`config.mk`:
```
export PLATFORM = sky130hd
export DESIGN_NAME = cpu_seq_ctrl
export DESIGN_NICKNAME = d
export VERILOG_FILES = /design/src/rtl/cpu_ctrl_pkg.sv /design/src/rtl/cpu_seq_ctrl_cond_eval.sv /design/src/rtl/cpu_seq_ctrl.sv
export SDC_FILE = /design/constraint.sdc
export NUM_CORES = 1
export LEC_CHECK = 0
export ABC_CLOCK_PERIOD_IN_PS = 1700
export BUFFER_PORTS_ARGS = -buffer_cell sky130_fd_sc_hd__buf_2
export CAP_MARGIN = 0
export CORE_MARGIN = 1.5
export CORE_UTILIZATION = 35
export DETAILED_ROUTE_END_ITERATION = 8
export PLACE_DENSITY = 0.64
export SLEW_MARGIN = 20
export SYNTH_ARGS = -nofsm -noshare
export SYNTH_HDL_FRONTEND = slang
export SYNTH_SLANG_ARGS = --single-unit
```
`constraint.sdc`:
```
create_clock -name clk -period 1.7 [get_ports clk]
set_input_delay 0.085 -clock clk [delete_from_list [all_inputs] [get_ports clk]]
set_output_delay 0.085 -clock clk [all_outputs]
set_load 0.05 [all_outputs]
```
`src/rtl/cpu_ctrl_pkg.sv`:
```
// Shared definitions for the CR16-style sequencer.
//   - FSM state encodings (legacy-compatible localparams)
//   - opcode / extension / condition-code constants
//   - flag bit indices into the {C,L,F,Z,N} flag vector
//   - instruction class type and decode helpers
package cpu_ctrl_pkg;

  // FSM states
  localparam logic [2:0] S_FETCH  = 3'd0;
  localparam logic [2:0] S_DECODE = 3'd1;
  localparam logic [2:0] S_EXEC   = 3'd2;
  localparam logic [2:0] S_MEM    = 3'd3;
  localparam logic [2:0] S_HALT   = 3'd4;

  // Primary opcodes IR[15:12]
  localparam logic [3:0] OP_RR    = 4'b0000;  // register-register ALU, op in ext field
  localparam logic [3:0] OP_EXT   = 4'b0100;
  localparam logic [3:0] OP_CMPI  = 4'b1011;
  localparam logic [3:0] OP_BCOND = 4'b1100;

  // Extension field IR[7:4]
  localparam logic [3:0] EXT_LOAD  = 4'b0000;
  localparam logic [3:0] EXT_STOR  = 4'b0100;
  localparam logic [3:0] EXT_JCOND = 4'b1100;
  localparam logic [3:0] EXT_CMP   = 4'b1011;  // CMP in the register-register form

  // Condition codes IR[11:8]
  localparam logic [3:0] COND_EQ = 4'b0000;
  localparam logic [3:0] COND_NE = 4'b0001;
  localparam logic [3:0] COND_CS = 4'b0010;
  localparam logic [3:0] COND_CC = 4'b0011;
  localparam logic [3:0] COND_HI = 4'b0100;
  localparam logic [3:0] COND_LS = 4'b0101;
  localparam logic [3:0] COND_GT = 4'b0110;
  localparam logic [3:0] COND_LE = 4'b0111;
  localparam logic [3:0] COND_FS = 4'b1000;
  localparam logic [3:0] COND_FC = 4'b1001;
  localparam logic [3:0] COND_LO = 4'b1010;
  localparam logic [3:0] COND_HS = 4'b1011;
  localparam logic [3:0] COND_LT = 4'b1100;
  localparam logic [3:0] COND_GE = 4'b1101;
  localparam logic [3:0] COND_UC = 4'b1110;
  localparam logic [3:0] COND_NV = 4'b1111;

  // Flag bit positions in flags[4:0] = {C,L,F,Z,N}
  localparam int unsigned FLAG_C = 4;
  localparam int unsigned FLAG_L = 3;
  localparam int unsigned FLAG_F = 2;
  localparam int unsigned FLAG_Z = 1;
  localparam int unsigned FLAG_N = 0;

  typedef enum logic [2:0] {
    ClsAlu,
    ClsLoad,
    ClsStor,
    ClsJcond,
    ClsBcond,
    ClsNop
  } instr_cls_e;

  function automatic instr_cls_e decode_cls(input logic [3:0] op, input logic [3:0] ext,
                                            input logic is_zero);
    instr_cls_e cls;
    if (is_zero) begin
      cls = ClsNop;
    end else if (op == OP_BCOND) begin
      cls = ClsBcond;
    end else if (op == OP_EXT) begin
      case (ext)
        EXT_LOAD:  cls = ClsLoad;
        EXT_STOR:  cls = ClsStor;
        EXT_JCOND: cls = ClsJcond;
        default:   cls = ClsNop;  // undefined extensions retire as NOP
      endcase
    end else begin
      cls = ClsAlu;
    end
    return cls;
  endfunction

  // CMP only updates flags; both immediate and register forms count.
  function automatic logic is_cmp(input logic [3:0] op, input logic [3:0] ext);
    return (op == OP_CMPI) || ((op == OP_RR) && (ext == EXT_CMP));
  endfunction

endpackage

```
`src/rtl/cpu_seq_ctrl_cond_eval.sv`:
```
// Branch/jump condition evaluator, shared by Bcond and Jcond.
// Ports:
//   cond_i   condition code IR[11:8]
//   flags_i  {C,L,F,Z,N}
//   taken_o  1 when the condition holds
module cond_eval
  import cpu_ctrl_pkg::*;
(
  input  logic [3:0] cond_i,
  input  logic [4:0] flags_i,
  output logic       taken_o
);

  logic c, l, f, z, n;

  assign c = flags_i[FLAG_C];
  assign l = flags_i[FLAG_L];
  assign f = flags_i[FLAG_F];
  assign z = flags_i[FLAG_Z];
  assign n = flags_i[FLAG_N];

  always_comb begin
    taken_o = 1'b0;
    unique case (cond_i)
      COND_EQ: taken_o = z;
      COND_NE: taken_o = !z;
      COND_CS: taken_o = c;
      COND_CC: taken_o = !c;
      COND_HI: taken_o = l;
      COND_LS: taken_o = !l;
      COND_GT: taken_o = n;
      COND_LE: taken_o = !n;
      COND_FS: taken_o = f;
      COND_FC: taken_o = !f;
      COND_LO: taken_o = !l && !z;
      COND_HS: taken_o = l || z;
      COND_LT: taken_o = !n && !z;
      COND_GE: taken_o = n || z;
      COND_UC: taken_o = 1'b1;
      COND_NV: taken_o = 1'b0;
      default: taken_o = 1'b0;
    endcase
  end

endmodule

```
`src/rtl/cpu_seq_ctrl.sv`:
```
// Multi-cycle fetch/decode/execute sequencer for the 16-bit CR16-style core.
// Owns every PC decision (increment, branch, jump) and stalls on mem_ready.
// Optional feature macro: CPU_CTRL_HALT_EN (16'h0000 becomes HALT; otherwise NOP).
// Ports:
//   clk, rst         clock, synchronous active-high reset
//   instr_i          instruction word from memory (valid in fetch with mem_ready_i)
//   flags_i          {C,L,F,Z,N}
//   mem_ready_i      memory access completes this cycle
//   ir_load_o        latch instr into IR
//   pc_en_o          PC update strobe; pc_branch_o / pc_jump_o select the source
//   pc_disp_o        IR[7:0] branch displacement (sign-extended by the datapath)
//   rf_we_o          register file write; rf_src_mem_o selects memory write-back
//   flags_we_o       flag register write
//   mem_addr_sel_o   0 = PC, 1 = Raddr drives the memory address
//   mem_req_o        memory request; mem_we_o write strobe
//   halted_o         halt indication (tied 0 without CPU_CTRL_HALT_EN)
module cpu_seq_ctrl
  import cpu_ctrl_pkg::*;
#(
  parameter int unsigned DISP_W       = 8,
  parameter int unsigned MEM_WAIT_MAX = 0
) (
  input  logic              clk,
  input  logic              rst,
  input  logic [15:0]       instr_i,
  input  logic [4:0]        flags_i,
  input  logic              mem_ready_i,
  output logic              ir_load_o,
  output logic              pc_en_o,
  output logic              pc_branch_o,
  output logic [DISP_W-1:0] pc_disp_o,
  output logic              pc_jump_o,
  output logic              rf_we_o,
  output logic              rf_src_mem_o,
  output logic              flags_we_o,
  output logic              mem_addr_sel_o,
  output logic              mem_req_o,
  output logic              mem_we_o,
  output logic              halted_o
);

  // MEM_WAIT_MAX is informational; memory waits on mem_ready are unbounded.
  if (MEM_WAIT_MAX != 0) begin : g_wait_bound_unused
  end

  logic [2:0]  state_q, state_d;
  logic [15:0] ir_q, ir_d;

  logic [3:0]  ir_op, ir_ext, ir_cond;
  instr_cls_e  cls;
  logic        cmp;
  logic        taken;

  logic ir_load, pc_en, pc_branch, pc_jump, rf_we, rf_src_mem, flags_we;
  logic mem_addr_sel, mem_req, mem_we, halted;

  assign ir_op   = ir_q[15:12];
  assign ir_cond = ir_q[11:8];
  assign ir_ext  = ir_q[7:4];
  assign cls     = decode_cls(ir_op, ir_ext, ir_q == 16'h0000);
  assign cmp     = is_cmp(ir_op, ir_ext);

  cond_eval u_cond_eval (
    .cond_i  (ir_cond),
    .flags_i (flags_i),
    .taken_o (taken)
  );

  always_comb begin
    state_d      = state_q;
    ir_d         = ir_q;
    ir_load      = 1'b0;
    pc_en        = 1'b0;
    pc_branch    = 1'b0;
    pc_jump      = 1'b0;
    rf_we        = 1'b0;
    rf_src_mem   = 1'b0;
    flags_we     = 1'b0;
    mem_addr_sel = 1'b0;
    mem_req      = 1'b0;
    mem_we       = 1'b0;
    halted       = 1'b0;

    case (state_q)
      S_FETCH: begin
        mem_req = 1'b1;
        if (mem_ready_i) begin
          ir_load = 1'b1;
          ir_d    = instr_i;
          state_d = S_DECODE;
        end
      end

      S_DECODE: begin
        state_d = ((cls == ClsLoad) || (cls == ClsStor)) ? S_MEM : S_EXEC;
      end

      S_EXEC: begin
        pc_en   = 1'b1;
        state_d = S_FETCH;
        case (cls)
          ClsAlu: begin
            flags_we = 1'b1;
            rf_we    = !cmp;
          end
          ClsBcond: pc_branch = taken;
          ClsJcond: pc_jump   = taken;
`ifdef CPU_CTRL_HALT_EN
          ClsNop: begin
            // Only the all-zero word halts; undefined extensions still retire as NOP.
            if (ir_q == 16'h0000) begin
              pc_en   = 1'b0;
              state_d = S_HALT;
            end
          end
`endif
          default: ;
        endcase
      end

      S_MEM: begin
        mem_req      = 1'b1;
        mem_addr_sel = 1'b1;
        mem_we       = (cls == ClsStor);
        if (mem_ready_i) begin
          pc_en      = 1'b1;
          rf_we      = (cls == ClsLoad);
          rf_src_mem = (cls == ClsLoad);
          state_d    = S_FETCH;
        end
      end

`ifdef CPU_CTRL_HALT_EN
      S_HALT: begin
        halted = 1'b1;
      end
`endif

      default: state_d = S_FETCH;
    endcase
  end

  always_ff @(posedge clk) begin
    if (rst) begin
      state_q <= S_FETCH;
      ir_q    <= '0;
    end else begin
      state_q <= state_d;
      ir_q    <= ir_d;
    end
  end

  // Reset is synchronous, so the state register still holds its old value during the
  // reset cycle; gate every output so nothing (especially a write strobe) escapes.
  assign ir_load_o      = ir_load      & ~rst;
  assign pc_en_o        = pc_en        & ~rst;
  assign pc_branch_o    = pc_branch    & ~rst;
  assign pc_jump_o      = pc_jump      & ~rst;
  assign rf_we_o        = rf_we        & ~rst;
  assign rf_src_mem_o   = rf_src_mem   & ~rst;
  assign flags_we_o     = flags_we     & ~rst;
  assign mem_addr_sel_o = mem_addr_sel & ~rst;
  assign mem_req_o      = mem_req      & ~rst;
  assign mem_we_o       = mem_we       & ~rst;
  assign halted_o       = halted       & ~rst;
  assign pc_disp_o      = rst ? '0 : ir_q[DISP_W-1:0];

endmodule

```
==> impl_results.md <==
* Number of vias per cell at 5.34
* Register share of total power at 40.2%
* Average routed wire per standard cell at 14.5 um
* Final core utilization at 56.5%
* Vias in the first global route at 1170
* Post-route clock skew at 0.704 ps
* Int Power at 832 uW
* Cell-by-cell listing of the critical path: or4_4 > nor4_4 > a311o_2 > a211oi_4 > buf_6
* Summed instance area of the synthesized netlist at 1080 sq um
* CP max-delay cell: or4_4
* Die Y at 58.5 um
* Number of port buffers at 41
* Floorplan Core Area at 2830 sq um
* Worst Hold Margin at -4.98 ps
* Power share of the combinational group at 39.8%
* Largest voltage drop on the vdd net at 0.000402 V
* Post-synthesis sequential area ratio at 33.4%
* Critical path class: flop to output pin
* Antenna violations before repair at 0
* Post-synth EDFFs at 0
* Share of Yosys cell area claimed by the top area cell type at 33.4%
* Via count at 1132
* Number of cells on the worst reg-to-reg path at 4
* Die area at 3420 sq um
* Delay-heaviest family, CP: simple AND/OR/NAND/NOR gates
* Max Freq at 0.517 GHz
* Time the final worst path needs with I/O delays and setup at 1940 ps
* Violations in the final reports: negative hold slack, negative setup slack
* DRC errors left at 0
* Aggregate routed wire length at 3.07 mm
* Power density over the cells at 858 nW/um^2
* Clock group share of total power at 20.0%
* Ratio of cells with drive above 1 in the final layout at 47.5%
* Number of max-cap violations at 0
* Predominant post-synthesis flop cell: dfxtp_1
* Total Routing Usage GR at 19.0%
* Required arrival time at the worst endpoint at 1620 ps
* Hold-fix buffer count after cts at 0
* Crit-path max cell delay at 560 ps
* Proportion of register bits with asynchronous set or reset after synthesis at 0%
* Reg area at 380 sq um
* Total setup violations reported at the end of the flow at 6
* Critical path depth at 5
* Hold Path Stages at 3
* Clk root buf: clkbuf_4
* Worst hold path type: input port to flop
* Count of pins on the block boundary at 43
* Number of nets at the end of the flow at 211
* Number of standard-cell rows in the floorplan at 19
* Detailed-router iteration count before antenna repair at 4
* Register clock-pin slew on the reported worst setup and hold paths at 110 ps
* Flop and latch count out of synthesis at 18
* Global-route wire length before repair at 5.08 mm
* Starting density of the core at 38.1%
* Multi-input gate area in the final layout at 791 sq um
* Mean area per synthesized cell at 8.23 sq um
* Final global-route overflow total at 0
* TritonCTS clock tree: built
* Initial DRC count at 30
* Gate count of the mapped netlist at 131
* Final Cycle Share at 114%
* Proportion of total power due to net switching at 39.3%
* Arrival time of the worst setup path at 1850 ps
* Critical path peak fanout at 3
* # clock sinks at 18
* DIE WIDTH at 58.5 um
* Yosys synthesis warning count at 0
* Half-perimeter wire length after placement at 2.34 mm
* Filler instances at 264
* Cell types with the largest area share after synthesis: dfxtp_1, nand2_1, o22a_1
* Cell with the most instances after synthesis: nand2_1
* Maximum number of pins on one net before global-route repair at 25
* Number of buffers and inverters on the critical path at 1
* Number of pins with negative max-slew slack in the final report at 0
* Post-layout worst setup margin at -236 ps
* H-tree levels at 1
* Largest area contributor in the netlist: dfxtp_1
* Power spent charging and discharging nets at 539 uW
* Nature of the critical path endpoint: output pin
* Kind of start point of the critical path: flop
* Worst-Skew Late Latency at 300 ps
* Total count of hold-check failures in the final report at 4
* Synthesized netlist net count at 160
* Static leakage at 0.682 nW
* TNS Setup at -1200 ps
* Number of distinct library cells after synthesis at 38
* Most common library cells after synthesis: nand2_1, dfxtp_1, nor2_1, a21oi_1, nor2b_1
* Area added between synthesis and finish at 48.3%
* Post-route antenna net violation count at 0
* Total inserted antenna cells at 0
* Gpl congestion at 0.729
* Number of CTS-inserted buffers at 3
* Number of buffers on the longest clock path at 2
* Unrepaired setup endpoints after global routing: yes
* Outcome: finished with violations
==> layout by cell type (no fill, tap or decap), types with 3 or more instances in the layout <==
master | netlist | routed
nand2b_1 | 3 | 3
dfxtp_2 | 0 | 4
a21oi_1 | 11 | 11
nor2_1 | 13 | 8
nand2_1 | 20 | 20
nor2_4 | 0 | 3
nor4_4 | 1 | 4
dfxtp_4 | 0 | 4
dfxtp_1 | 18 | 10
buf_6 | 1 | 7
buf_2 | 0 | 33
buf_4 | 1 | 12
o22a_1 | 8 | 8
clkbuf_4 | 0 | 3
ha_1 | 5 | 5
inv_1 | 5 | 5
nor2b_1 | 9 | 7
==> metrics by stage <==
stage	std cells	cell area (sq um)	setup slack [ps]	total power, mW
after global routing	212	1600	-280	1.45
after global placement	205	1420	39.1	1.04
after CTS	212	1560	-213	1.35
after floorplan	131	1140	-124	0.910
final	212	1600	-236	1.37
after detailed placement	205	1420	-14.1	1.06
==> final timing paths <==
check / start / to / slack [ps]
max reg2reg: ir_q[15]$_SDFFE_PP0P_ / state_q[0]$_SDFFE_PP0P_ / 240
min: instr_i[13] / ir_q[13]$_SDFFE_PP0P_ / -5
max: ir_q[8]$_SDFFE_PP0P_ / rf_we_o / -240
min reg2reg: ir_q[13]$_SDFFE_PP0P_ / ir_q[13]$_SDFFE_PP0P_ / 500
==> metal layers <==
metal  track usage (%)  vias up  routed length [um]
met5                 0        -                   0
met2              35.6       33                1620
met4              4.98        0                  34
met3              2.42        4                 144
met1              22.5      531                1280
li1                  -      564                   -
==> flip-flops by register name, summed over array words and instances (netlist names) <==
| name | flops |
|---|---|
| ir_q | 16 |
| state_q | 2 |
==> cell type report <==
cell class / instances / share of cell area (%)
multi-input combinational: 102 / 49.5
sequential: 18 / 23.8
timing repair buffer: 52 / 20.9
tap: 31 / 2.43
clock buffer: 4 / 2.27
inverter: 5 / 1.17
==> cells by family after synthesis <==
group           synth area share [%]
simple gates                    31.9
compound gates                  20.1
flops                           33.4
buf+inv                         4.87
fa+ha+maj                       5.80
mux                             2.78
other cells                    0.348
xor+xnor                       0.812
==> worst register-to-register path: stages, from the launching register on <==
cell and delay [ps]:
dfxtp_4 380, or4b_4 560, nor4_4 170, a221oi_1 110
nor3_1 170
==> timing repair <==
item                                    in CTS  in global routing
endpoints found under the setup margin       7                  8
cloned                                       0                  0
pin swaps                                    5                  7
gates resized for setup                     26                 13
buffers inserted                             4                  0
==> power groups by stage <==
stage               Sequential, mW  Combinational, mW  Clock, mW
floorplan                    0.535              0.374          0
global placement             0.544              0.493          0
detailed placement           0.548              0.507          0
CTS                          0.544              0.532      0.270
global route                 0.561              0.593      0.292
finish                       0.551              0.546      0.274
(Power assumes the default switching activity.)
